==> src/rtl/demux1_to_4_tdm_pkg.sv <==
// Shared constants and helpers for the 4-slot TDM receive demultiplexer.
package demux1_to_4_tdm_pkg;

    localparam int NUM_SLOTS = 4;

    localparam logic [1:0] SLOT0 = 2'd0;
    localparam logic [1:0] SLOT1 = 2'd1;
    localparam logic [1:0] SLOT2 = 2'd2;
    localparam logic [1:0] SLOT3 = 2'd3;

    localparam logic [0:0] IDLE    = 1'b0;
    localparam logic [0:0] COLLECT = 1'b1;

    typedef struct packed {
        logic [3:0] wr_en;
        logic       complete;
        logic       seq_err;
    } slot_ctrl_t;

    function automatic logic [3:0] slot_onehot(input logic [1:0] slot);
        logic [3:0] oh;
        case (slot)
            SLOT0:   oh = 4'b0001;
            SLOT1:   oh = 4'b0010;
            SLOT2:   oh = 4'b0100;
            SLOT3:   oh = 4'b1000;
            default: oh = 4'b0000;
        endcase
        return oh;
    endfunction

endpackage

==> src/rtl/demux1_to_4_tdm_slot_reg.sv <==
// One shadow register per slot: loads on write enable, cleared asynchronously.
module demux_slot_reg #(
    parameter int WIDTH = 1
) (
    input  logic             clk,
    input  logic             clr_n,
    input  logic             wr_en,
    input  logic [WIDTH-1:0] d,
    output logic [WIDTH-1:0] q
);

    logic [WIDTH-1:0] data_r;

    // Shadow storage for one slot's lane data.
    always_ff @(posedge clk or negedge clr_n) begin
        if (!clr_n) begin
            data_r <= {WIDTH{1'b0}};
        end else if (wr_en) begin
            data_r <= d;
        end else begin
            data_r <= data_r;
        end
    end

    assign q = data_r;

endmodule

==> src/rtl/demux1_to_4_tdm.sv <==
// Receive end of a 4-slot TDM link: collects one lane per slot and emits
// the assembled frame on a registered output with a one-cycle valid strobe.
module demux1_to_4_tdm
    import demux1_to_4_tdm_pkg::*;
#(
    parameter int WIDTH        = 1,
    parameter bit STRICT_ORDER = 1'b1
) (
    input  logic               clk,
    input  logic               reset_n,
    input  logic [WIDTH-1:0]   D,
    input  logic [1:0]         M,
    input  logic               in_valid,
    input  logic               flush,
    output logic [4*WIDTH-1:0] Q,
    output logic               q_valid,
    output logic               busy,
    output logic               seq_err
);

    logic [0:0]         state_r;
    logic [0:0]         state_nxt_s;
    logic [1:0]         exp_r;
    logic [1:0]         exp_nxt_s;
    logic [3:0]         mask_r;
    logic [3:0]         mask_nxt_s;
    logic [3:0]         onehot_s;
    logic               busy_nxt_s;
    slot_ctrl_t         ctrl_s;
    logic [4*WIDTH-1:0] frame_s;
    logic [WIDTH-1:0]   shadow_s [NUM_SLOTS];

    logic [4*WIDTH-1:0] q_r;
    logic               q_valid_r;
    logic               busy_r;
    logic               seq_err_r;

    assign onehot_s = slot_onehot(M);

    for (genvar k = 0; k < NUM_SLOTS; k++) begin : g_slot
        demux_slot_reg #(.WIDTH(WIDTH)) u_slot (
            .clk   (clk),
            .clr_n (reset_n),
            .wr_en (ctrl_s.wr_en[k]),
            .d     (D),
            .q     (shadow_s[k])
        );
    end

    // Per-cycle decision: which slot to write, frame completion, ordering errors.
    always_comb begin
        ctrl_s      = '{wr_en: 4'b0000, complete: 1'b0, seq_err: 1'b0};
        state_nxt_s = state_r;
        exp_nxt_s   = exp_r;
        mask_nxt_s  = mask_r;
        if (flush) begin
            state_nxt_s = IDLE;
            exp_nxt_s   = SLOT0;
            mask_nxt_s  = 4'b0000;
        end else if (in_valid) begin
            if (STRICT_ORDER == 1'b1) begin
                if (M == exp_r) begin
                    ctrl_s.wr_en = onehot_s;
                    if (M == SLOT3) begin
                        ctrl_s.complete = 1'b1;
                        exp_nxt_s       = SLOT0;
                        state_nxt_s     = IDLE;
                    end else begin
                        exp_nxt_s   = exp_r + 2'd1;
                        state_nxt_s = COLLECT;
                    end
                end else begin
                    // An out-of-order slot 0 is the most likely start of a fresh frame.
                    ctrl_s.seq_err = 1'b1;
                    if (M == SLOT0) begin
                        ctrl_s.wr_en = onehot_s;
                        exp_nxt_s    = SLOT1;
                        state_nxt_s  = COLLECT;
                    end else begin
                        exp_nxt_s   = SLOT0;
                        state_nxt_s = IDLE;
                    end
                end
            end else begin
                ctrl_s.wr_en = onehot_s;
                if ((mask_r | onehot_s) == 4'hF) begin
                    ctrl_s.complete = 1'b1;
                    mask_nxt_s      = 4'b0000;
                end else begin
                    mask_nxt_s = mask_r | onehot_s;
                end
            end
        end else begin
            state_nxt_s = state_r;
        end
    end

    // Frame image with the in-flight sample substituted at its own slot.
    always_comb begin
        frame_s = {(4*WIDTH){1'b0}};
        for (int k = 0; k < NUM_SLOTS; k++) begin
            if (onehot_s[k]) begin
                frame_s[k*WIDTH +: WIDTH] = D;
            end else begin
                frame_s[k*WIDTH +: WIDTH] = shadow_s[k];
            end
        end
    end

    // Busy reflects whether a partial frame survives this cycle's update.
    always_comb begin
        if (STRICT_ORDER == 1'b1) begin
            busy_nxt_s = (state_nxt_s == COLLECT);
        end else begin
            busy_nxt_s = (mask_nxt_s != 4'b0000);
        end
    end

    // Sequencing state: expected slot, FSM state and fill mask.
    always_ff @(posedge clk or negedge reset_n) begin
        if (!reset_n) begin
            state_r <= IDLE;
            exp_r   <= SLOT0;
            mask_r  <= 4'b0000;
        end else begin
            state_r <= state_nxt_s;
            exp_r   <= exp_nxt_s;
            mask_r  <= mask_nxt_s;
        end
    end

    // Registered outputs; Q holds between frames.
    always_ff @(posedge clk or negedge reset_n) begin
        if (!reset_n) begin
            q_r       <= {(4*WIDTH){1'b0}};
            q_valid_r <= 1'b0;
            busy_r    <= 1'b0;
            seq_err_r <= 1'b0;
        end else begin
            q_r       <= ctrl_s.complete ? frame_s : q_r;
            q_valid_r <= ctrl_s.complete;
            busy_r    <= busy_nxt_s;
            seq_err_r <= ctrl_s.seq_err;
        end
    end

    assign Q       = q_r;
    assign q_valid = q_valid_r;
    assign busy    = busy_r;
    assign seq_err = seq_err_r;

endmodule

==> config.mk <==
export PLATFORM = sky130hd
export DESIGN_NAME = demux1_to_4_tdm
export DESIGN_NICKNAME = d
export VERILOG_FILES = /design/src/rtl/demux1_to_4_tdm_pkg.sv /design/src/rtl/demux1_to_4_tdm_slot_reg.sv /design/src/rtl/demux1_to_4_tdm.sv
export SDC_FILE = /design/constraint.sdc
export NUM_CORES = 1
export LEC_CHECK = 0
export BUFFER_PORTS_ARGS = -buffer_cell sky130_fd_sc_hd__buf_4
export CELL_PAD_IN_SITES_DETAIL_PLACEMENT = 1
export CELL_PAD_IN_SITES_GLOBAL_PLACEMENT = 1
export CORE_AREA = 2 2 42 44
export DETAILED_ROUTE_END_ITERATION = 8
export DIE_AREA = 0 0 44 46
export GPL_ROUTABILITY_DRIVEN = 0
export PLACE_DENSITY_LB_ADDON = 0.1
export SETUP_SLACK_MARGIN = 0.2
export SYNTH_ARGS = -nofsm -noshare
export SYNTH_HDL_FRONTEND = slang
export SYNTH_SLANG_ARGS = --single-unit
export TNS_END_PERCENT = 1
==> constraint.sdc <==
create_clock -name clk -period 2.3 [get_ports clk]
set_input_delay 0.23 -clock clk [delete_from_list [all_inputs] [get_ports clk]]
set_output_delay 0.23 -clock clk [all_outputs]
set_load 0.03 [all_outputs]
==> impl_metrics.env <==
export IMPL_vdd_ir_drop_max_v=0.000309
export IMPL_async_reset_ff_frac=1.00
export IMPL_synth_cell_types=23
export IMPL_cts_buffers=3
export IMPL_io_buffers=13
export IMPL_drcViolationCount=0
export IMPL_synth_cells=54
export IMPL_cts_resized=0
export IMPL_clkPwrFrac=0.368
export IMPL_leakagePower_nw=0.383
export IMPL_grt_overflow_total=0
export IMPL_drv_cap=0
export IMPL_vias_per_cell=5.39
export IMPL_finalWirelength_um=1290
export IMPL_r2r_worst_path_cells=3
export IMPL_crit_path_end="Q[3]"
export IMPL_slew_headroom=0.828
export IMPL_regArea_um2=300
export IMPL_synth_ff_type="dfrtp_1"
export IMPL_fin_crit_ns=1.25
export IMPL_multiInputGateArea_um2=284
export IMPL_io_pins=14
export IMPL_core_um2=1610
export IMPL_synth_top_area_frac=0.489
export IMPL_grt_max_degree=13
export IMPL_crit_path_end_kind="flop"
export IMPL_tightestPinTransition_ns=0.258
export IMPL_seq_area_frac_synth=0.489
export IMPL_rows=15
export IMPL_dieHeight_um=46
export IMPL_cp_start_kind="flop"
export IMPL_fmax_mhz=797
export IMPL_worst_hold_path_type="in -> reg"
export IMPL_vias=469
export IMPL_hold_viol_final=0
export IMPL_synth_area_leader_cell="dfrtp_1"
export IMPL_total_power_uw=466
export IMPL_grt_usage=0.163
export IMPL_cp_required_ns=2.47
export IMPL_pwr_share_comb=0.127
export IMPL_synthMostInstantiatedCell="dfrtp_1"
export IMPL_die_w_um=44
export IMPL_path_class="reg -> reg"
export IMPL_antenna_found_initial=0
export IMPL_clock_path_buffers=2
export IMPL_initial_core_util=0.381
export IMPL_arrival_ns=1.42
export IMPL_grt_pass1_wl_um=2240
export IMPL_cp_max_fo=7
export IMPL_r2r_end="Q[3]"
export IMPL_htree_levels=1
export IMPL_clock_latency_ns=0.28
export IMPL_root_buffer="clkbuf_4"
export IMPL_ant_nets=0
export IMPL_syn_area_per_cell_um2=11.4
export IMPL_synth_edf_count=0
export IMPL_fin_crit_sh=0.546
export IMPL_power_switching_uw=117
export IMPL_status="completed"
export IMPL_setup_viol=0
export IMPL_rsz0062_at_grt="no"
export IMPL_routedWlPerCell_um=14.8
export IMPL_grt_pass1_vias=475
export IMPL_r2r_start="exp_r[0]"
export IMPL_finalInstanceArea_um2=757
export IMPL_fillers=181
export IMPL_placed_cell_area_um2=711
export IMPL_drt_pass1_iterations=4
export IMPL_clk_pin_slew_ns=0.08
export IMPL_power_frac_seq=0.505
export IMPL_areaGrowthSynthToFinish_pct=23.2
export IMPL_p_per_area_nw_per_um2=616
export IMPL_setup_tns_final_ns=0
export IMPL_whs_ns=0.140
export IMPL_nNetsFinal=78
export IMPL_ys_warn_count=0
export IMPL_synth_common_cells="dfrtp_1, nand4_1, o21ai_0"
export IMPL_cts_tree="done"
export IMPL_synth_fp_nets=61
export IMPL_synthesis_area_um2=614
export IMPL_ys_ff_latch=12
export IMPL_finClkSkew_ns=0.00145
export IMPL_cts_sinks=12
export IMPL_p_sw_frac=0.250
export IMPL_reg2reg_slack_ns=1.05
export IMPL_die_area_um2=2020
export IMPL_ys_top_cells_by_area="dfrtp_1, nand4_1, mux2_1"
export IMPL_crit_start="exp_r[0]"
export IMPL_internal_power_uw=350
export IMPL_drt_iter0_markers=3
export IMPL_final_layout_size_suffix_gt1_frac=0.329
export IMPL_slew_violations=0
export IMPL_diodes=0
[critical path, stage by stage, from the launching register on]
cell and delay (ns):
dfrtp_1 0.49, nand4_2 0.20, nor2_4 0.13, mux2_1 0.32
[placed cells by master, fill, tap and decap left out]
master / Yosys / final
nand3_1: 1 / 1
nand4_2: 1 / 1
a2bb2oi_1: 1 / 1
nand2_1: 3 / 3
clkbuf_8: 0 / 1
dfrtp_1: 12 / 12
nand4_1: 6 / 6
a311oi_1: 1 / 1
o21ai_0: 4 / 4
a21oi_1: 3 / 3
inv_1: 2 / 2
clkbuf_4: 0 / 3
dlygate4sd3_1: 0 / 1
mux2_1: 3 / 3
o21bai_1: 1 / 1
nor2_4: 1 / 1
buf_4: 0 / 13
nand2b_2: 1 / 1
and4b_1: 1 / 1
xnor2_2: 2 / 2
nor3_1: 1 / 1
mux2_2: 1 / 1
nor2_1: 1 / 1
nand2b_1: 1 / 1
and2b_1: 3 / 3
nor2b_1: 2 / 2
[metal layers]
metal	global-route usage	part of all wire
met1	0.184	0.44
met5	0	0
met3	0.0635	0.049
met2	0.262	0.50
met4	0.0909	0.015
[power groups by stage]
stage               logic [mW]  clock network (mW)  registers (mW)
global route            0.0650               0.189           0.238
finish                  0.0592               0.171           0.236
global placement        0.0576                   0           0.240
floorplan               0.0328                   0           0.241
detailed placement      0.0585                   0           0.240
CTS                     0.0603               0.177           0.236
[worst min-delay path by stage]
stage | endpoint | start | cells past startpoint | slack, ns
after floorplan | Q[0] | reset_n | 0 | -0.07
after global placement | q_valid | reset_n | 1 | 0.08
after detailed placement | q_valid | reset_n | 1 | 0.08
after CTS | exp_r[0] | flush | 2 | 0.13
after global routing | exp_r[0] | flush | 2 | 0.13
final | exp_r[0] | flush | 2 | 0.14
[sequential cells by signal (all words and copies together) (netlist names)]
name / flops
busy: 1
exp_r: 2
g_slot.u_slot.q: 3
seq_err: 1
Q: 4
q_valid: 1
[logic make-up (layout without fill, tap and decap cells)]
family	Yosys count	after routing	share of synthesized area
XOR/XNOR	2	2	0.0530
buffers and inverters	4	20	0.0489
multiplexers	4	4	0.0733
AND/OR/NAND/NOR	22	22	0.238
AO/OA/AOI/OAI	10	10	0.0978
flip-flops	12	12	0.489
[cell type report]
| class | instances | share of cell area |
|---|---|---|
| Inverter | 2 | 0.00992 |
| Clock buffer | 4 | 0.0479 |
| Sequential cell | 12 | 0.397 |
| Multi-Input combinational cell | 38 | 0.375 |
| Tap cell | 17 | 0.0281 |
| Timing Repair Buffer | 14 | 0.142 |
[stage by stage]
| stage | setup slack (ns) | instances | util |
|---|---|---|---|
| 6_report | 1.05 | 87 | 0.469 |
| 2_1_floorplan | 1.15 | 54 | - |
| 3_5_place_dp | 1.05 | 82 | 0.440 |
| 4_1_cts | 1.03 | 87 | 0.469 |
| 3_3_place_gp | 1.01 | 82 | 0.440 |
| 5_1_grt | 0.938 | 87 | 0.469 |
[repair_timing]
item | 4_1_cts | 5_1_grt
endpoints found under the setup margin | 0 | 0
buffers inserted | 0 | 0
hold endpoints to repair | 12 | 0
hold buffers | 1 | 0
No activity file was read; power rests on OpenSTA's default activity.
